[src/rtl/tiny_ram_pkg.sv]
// Shared types and helpers for the tiny_ram_ctrl scratch RAM.
// Holds the controller state encoding and the clear-counter width function.
package tiny_ram_pkg;

  typedef enum logic [0:0] {
    ST_IDLE  = 1'b0,
    ST_CLEAR = 1'b1
  } state_e;

  // Index/counter width for a given depth; never narrower than one bit.
  function automatic int cnt_width(input int depth);
    return (depth > 1) ? $clog2(depth) : 1;
  endfunction

endpackage

[src/rtl/tiny_ram_array.sv]
// Plain word storage: one synchronous write port, one synchronous read port.
// A read and write to the same word on the same edge returns the old contents.
module tiny_ram_array
  import tiny_ram_pkg::*;
#(
  parameter int DATA_W = 8,
  parameter int DEPTH  = 256,
  localparam int IDX_W = cnt_width(DEPTH)
) (
  input  logic              clk_i,
  input  logic              we_i,
  input  logic [IDX_W-1:0]  waddr_i,
  input  logic [DATA_W-1:0] wdata_i,
  input  logic              re_i,
  input  logic [IDX_W-1:0]  raddr_i,
  output logic [DATA_W-1:0] rdata_o
);

  logic [DATA_W-1:0] mem [DEPTH];
  logic [DATA_W-1:0] rdata_q;

  always_ff @(posedge clk_i) begin
    if (we_i) mem[waddr_i] <= wdata_i;
    if (re_i) rdata_q <= mem[raddr_i];
  end

  assign rdata_o = rdata_q;

endmodule

[src/rtl/tiny_ram_ctrl.sv]
// Scratch RAM controller: bus handshake, range check, zero-on-idle read data
// and a clear engine that zero-fills the array after reset or on request.
module tiny_ram_ctrl
  import tiny_ram_pkg::*;
#(
  parameter int DATA_W         = 8,
  parameter int ADDR_W         = 8,
  parameter int DEPTH          = 256,
  parameter int CLEAR_ON_RESET = 1
) (
  input  logic              clk,
  input  logic              rst,
  input  logic              select,
  input  logic              read,
  input  logic              write,
  input  logic [ADDR_W-1:0] addr,
  input  logic [DATA_W-1:0] wdata,
  output logic [DATA_W-1:0] rdata,
  output logic              rvalid,
  output logic              ready,
  input  logic              clear,
  output logic              busy
);

  localparam int              CW       = cnt_width(DEPTH);
  localparam logic [CW-1:0]   CNT_LAST = CW'(DEPTH - 1);
  localparam logic [ADDR_W:0] DEPTH_L  = (ADDR_W + 1)'(DEPTH);

  state_e          state_q, state_d;
  logic [CW-1:0]   cnt_q, cnt_d;
  logic            rvalid_q;
  logic            hit_q;

  logic            acc;
  logic            rd_acc;
  logic            in_range;
  logic            arr_we;
  logic [CW-1:0]   arr_waddr;
  logic [DATA_W-1:0] arr_wdata;
  logic [DATA_W-1:0] arr_rdata;

  // Handshake: a request is taken on any edge where ready, select and
  // read|write are all high; ready depends on the state register only.
  assign ready    = (state_q == ST_IDLE);
  assign busy     = (state_q == ST_CLEAR);
  assign acc      = ready & select & (read | write);
  assign rd_acc   = acc & read;
  assign in_range = ({1'b0, addr} < DEPTH_L);

  assign arr_we    = busy | (acc & write & in_range);
  assign arr_waddr = busy ? cnt_q : addr[CW-1:0];
  assign arr_wdata = busy ? '0 : wdata;

  always_comb begin
    state_d = state_q;
    cnt_d   = cnt_q;
    case (state_q)
      ST_IDLE: begin
        if (clear) state_d = ST_CLEAR;
      end
      ST_CLEAR: begin
        if (cnt_q == CNT_LAST) begin
          state_d = ST_IDLE;
          cnt_d   = '0;
        end else begin
          cnt_d = cnt_q + CW'(1);
        end
      end
      default: state_d = ST_IDLE;
    endcase
  end

  always_ff @(posedge clk or posedge rst) begin
    if (rst) begin
      state_q  <= (CLEAR_ON_RESET != 0) ? ST_CLEAR : ST_IDLE;
      cnt_q    <= '0;
      rvalid_q <= 1'b0;
      hit_q    <= 1'b0;
    end else begin
      state_q  <= state_d;
      cnt_q    <= cnt_d;
      rvalid_q <= rd_acc;
      hit_q    <= rd_acc & in_range;
    end
  end

  tiny_ram_array #(
    .DATA_W (DATA_W),
    .DEPTH  (DEPTH)
  ) u_array (
    .clk_i   (clk),
    .we_i    (arr_we),
    .waddr_i (arr_waddr),
    .wdata_i (arr_wdata),
    .re_i    (rd_acc & in_range),
    .raddr_i (addr[CW-1:0]),
    .rdata_o (arr_rdata)
  );

  // Out-of-range or absent reads drive zero so the shared OR-bus stays clean.
  assign rdata  = hit_q ? arr_rdata : '0;
  assign rvalid = rvalid_q;

endmodule

[config.mk]
export PLATFORM = sky130hd
export DESIGN_NAME = tiny_ram_ctrl
export DESIGN_NICKNAME = d
export VERILOG_FILES = /design/src/rtl/tiny_ram_pkg.sv /design/src/rtl/tiny_ram_array.sv /design/src/rtl/tiny_ram_ctrl.sv
export SDC_FILE = /design/constraint.sdc
export NUM_CORES = 2
export LEC_CHECK = 0
export BUFFER_PORTS_ARGS = -buffer_cell sky130_fd_sc_hd__buf_2
export CAP_MARGIN = 20
export CORE_MARGIN = 3
export CORE_UTILIZATION = 63
export DETAILED_ROUTE_END_ITERATION = 10
export PLACE_DENSITY = 0.79
export REMOVE_ABC_BUFFERS = 1
export SETUP_SLACK_MARGIN = 0.2
export SYNTH_ARGS = -nofsm -noshare
export SYNTH_HDL_FRONTEND = slang
export SYNTH_SLANG_ARGS = --single-unit
[constraint.sdc]
create_clock -name clk -period 10.6 [get_ports clk]
set_input_delay 1.06 -clock clk [delete_from_list [all_inputs] [get_ports clk]]
set_output_delay 1.06 -clock clk [all_outputs]
set_load 0.02 [all_outputs]
==> summary.md <==
| Metric | Value |
|---|---|
| Outcome | `complete, no violations` |
| Max-slew violation count | `0` |
| CTS root buf | `clkbuf_16` |
| Post-synthesis simple-gate area fraction | `under 10%` |
| Vias in the first global route | `42000` |
| Worst setup SP type | `input port` |
| WS Path Type | `input port to flip-flop` |
| Initial antenna violation count | `6` |
| Synth area leaders | `edfxtp_1 (76%), mux4_2 (12%), mux2i_1 (2.6%)` |
| Synth unique cells | `76` |
| IO Port Bufs | `32` |
| Compound-Gate Fraction of Synth Area | `approximately 3.9%` |
| Reported net switching power | `0.00330 W` |
| Sequential area share after synthesis | `76.5%` |
| Largest net degree at the start of global routing | `257` |
| Crit share post-route | `approximately 46%` |
| Max Cap Viol | `0` |
| Drt via density | `approximately 7.3` |
| CP Capture Type | `flip-flop` |
| 1st-pass router iterations | `7` |
| Pwr dens | `182 mW/mm²` |
| Combinational power share | `under 10%` |
| Largest family of logic cells by synthesized area | `multiplexers` |
| NumNets Final | `4015` |
| Die Area | `0.133 mm²` |
| Fmax | `204 MHz` |
| Worst Max-Slew Pin Slew | `approximately 1400 ps` |
| YS warnings | `0` |
| Maximum fanout along the worst path | `103` |
| VDD IR max | `0.000174 V` |
| Final wirelength | `204000 µm` |
| Area leader, netlist | `edfxtp_1` |
| Unrepaired setup endpoints after global routing | `no` |
| Ports | `33` |
| Main flop type after synthesis | `edfxtp_1` |
| Initial Util | `64.0%` |
| P_int | `between 0.01 and 0.015 W` |
| Die Y | `365 µm` |
| Row count | `130` |
| CTS buffer count | `between 150 and 200` |
| Final Hold Viols | `0` |
| First-pass GRT wire length | `294000 µm` |
| Final HPWL DP | `approximately 110000 µm` |
| Average cell area after synthesis | `a little over 20 µm²` |
| Setup Slack @ Placement | `5140 ps` |
| Reg2reg end | `u_array.mem[1][3]` |
| FF-to-FF path depth | `6` |
| Synth Area in Adders | `0.0154%` |
| Core footprint | `0.127 mm²` |
| CP arrival | `5440 ps` |
| Rel. slew slack | `~8.2%` |
| Setup_tns | `0 ps` |
| Remaining antenna violation count after routing | `0` |
| Ys async rst share | `0.484%` |
| Final WS setup | `5700 ps` |
| Vias | `42200` |
| XOR/XNOR Fraction of Synth Area | `0.0432%` |
| Clock Power Share | `41.3%` |
| DRT iter0 DRCs | `6313` |
| Top-area cell type share of the netlist area | `about 76%` |
| Worst reg2reg startpoint | `busy` |
| Final setup violation count | `0` |
| Tmin final | `about 4900 ps` |
| Avg WL per Cell | `35.1 µm` |
| Overall routing resource usage | `31.1%` |
| Worst-case clock buffer depth | `3` |
| Synthesized area | `0.0811 mm²` |
| Layout cell share with drive strength beyond 1 | `between 20% and 30%` |
| Cell count after synthesis | `3926` |
| Layout Utilization | `between 60% and 70%` |
| Post-CTS sizing | `0` |
| Worst Path Required | `11140 ps` |
| Mux cell area share after synthesis | `between 10% and 20%` |
| Clock Latency Late Sink | `between 800 and 900 ps` |
| Switch share | `20.6%` |
| Grt total ovfl | `0` |
| Clock transition at the registers of the reported paths | `70 ps` |
| Seq cells post-synth | `2066` |
| # placed instances | `5443` |
| Final Skew | `between 40 and 50 ps` |
| Postcts setup bufs | `0` |
| Type of the most critical hold path | `input port to asynchronous set/reset pin` |
| Htree depth | `4` |
| Non-filler cells, final | `5803` |
| Pleak | `27.1 nW` |
| Residual DRC | `0` |
| Routability cong. | `roughly 0.93` |
| Sequential share of power | `55.0%` |
| R2R setup slack | `~6400 ps` |
| Die X | `365 µm` |
| Layout area overhead | `9.19%` |
| EDFF count, synth | `2056` |
| Hold_buf cts | `0` |
| # clock sinks | `2066` |
| CTS tree | `built` |
==> final cells by class <==
cell class                      instances  area (µm²)
Antenna cell                            6        15.0
Clock buffer                          254        5190
Clock inverter                         97         810
Fill cell                            7150       38200
Inverter                               12        46.3
Multi-Input combinational cell       1607       17500
Sequential cell                      2066       62000
Tap cell                             1650        2060
Timing Repair Buffer                  111         917
==> Yosys cell counts, types with 6 or more instances <==
library cell / count
and2_1: 14
nand3_1: 26
buf_2: 50
mux2_2: 26
a31oi_1: 6
nor2b_1: 16
o221ai_1: 60
a21oi_1: 86
a211o_1: 7
a211oi_1: 41
buf_1: 7
nor3_1: 22
dfrtp_1: 9
nor2_1: 275
buf_6: 37
inv_1: 8
o21ai_0: 28
buf_4: 37
clkbuf_1: 87
mux2i_1: 210
nand2b_1: 9
mux4_2: 422
edfxtp_1: 2056
buf_8: 12
o31ai_1: 40
a221oi_1: 30
o32ai_1: 7
nand2_1: 98
o22ai_1: 45
a22oi_1: 50
o2bb2ai_1: 9
==> state kept, by name, summed over array words and instances (netlist names) <==
register	flops
u_array.rdata_o	8
busy	1
hit_q	1
cnt_q	8
u_array.mem	2048
==> critical path, cell delays in order <==
cell and delay (ps):
buf_8 430, buf_12 620, buf_4 760, mux4_2 600, mux2_2 270, o21ai_0 250, a21oi_1 150, o32ai_1 900
a211oi_1 120
==> worst max path at each step <==
| stage | slack, ps | end | startpoint |
|---|---|---|---|
| finish | 5700 | u_array.rdata_o[2] | addr[0] |
| global route | 5630 | u_array.rdata_o[2] | addr[0] |
| CTS | 5900 | u_array.rdata_o[2] | addr[0] |
| detailed placement | 5140 | u_array.rdata_o[6] | addr[0] |
| global placement | 5190 | u_array.rdata_o[6] | addr[0] |
| floorplan | 1950 | u_array.mem[0][0] | wdata[0] |
==> kinds of logic (layout without fill, tap and decap cells) <==
kind of cell | count (synthesis) | after routing
flip-flops | 2066 | 2066
AND/OR/NAND/NOR | 493 | 493
buffers and inverters | 253 | 474
other | 0 | 6
AO/OA/AOI/OAI | 446 | 446
multiplexers | 663 | 663
adder cells (fa/ha/maj) | 1 | 1
XOR/XNOR | 4 | 4
==> metrics by stage <==
| step | cell area, µm² | hold WS, ps | total power (W) |
|---|---|---|---|
| floorplan | 79400 | 479 | 0.00930 |
| global placement | 82500 | 520 | 0.00958 |
| detailed placement | 82500 | 541 | 0.00959 |
| CTS | 88500 | 204 | 0.0161 |
| global route | 88500 | 251 | 0.0164 |
| finish | 88500 | 243 | 0.0161 |
==> layout by cell type (no fill, tap or decap), drive strengths merged, types with 5 or more instances in the layout <==
cell type / n
a211o: 7
a211oi: 41
a21o: 5
a21oi: 86
a221o: 5
a221oi: 31
a22oi: 50
a31oi: 6
and2: 14
buf: 111
bufinv: 11
clkbuf: 254
clkinv: 79
dfrtp: 9
diode: 6
edfxtp: 2056
inv: 16
mux2: 26
mux2i: 210
mux4: 427
nand2: 98
nand2b: 9
nand3: 26
nor2: 277
nor2b: 16
nor3: 22
nor4: 5
o21ai: 30
o221ai: 60
o22ai: 46
o2bb2ai: 9
o31ai: 40
o32ai: 7
or4: 5
==> metal layers <==
layer  vias to the layer above  wire length, µm  track usage (%)
met1                     21700            71500             42.2
li1                      16500                -                -
met3                       646            26500             9.68
met4                         8            10500             14.5
met2                      3281            95000             47.0
met5                         -               49                0
==> power groups by stage <==
| stage | registers (W) | logic [W] | clock network (W) |
|---|---|---|---|
| finish | 0.00884 | 0.000590 | 0.00665 |
| detailed placement | 0.00902 | 0.000571 | 0 |
| floorplan | 0.00902 | 0.000281 | 0 |
| global route | 0.00884 | 0.000607 | 0.00700 |
| global placement | 0.00902 | 0.000567 | 0 |
| CTS | 0.00884 | 0.000578 | 0.00667 |
Power figures use the tool's default switching activity.
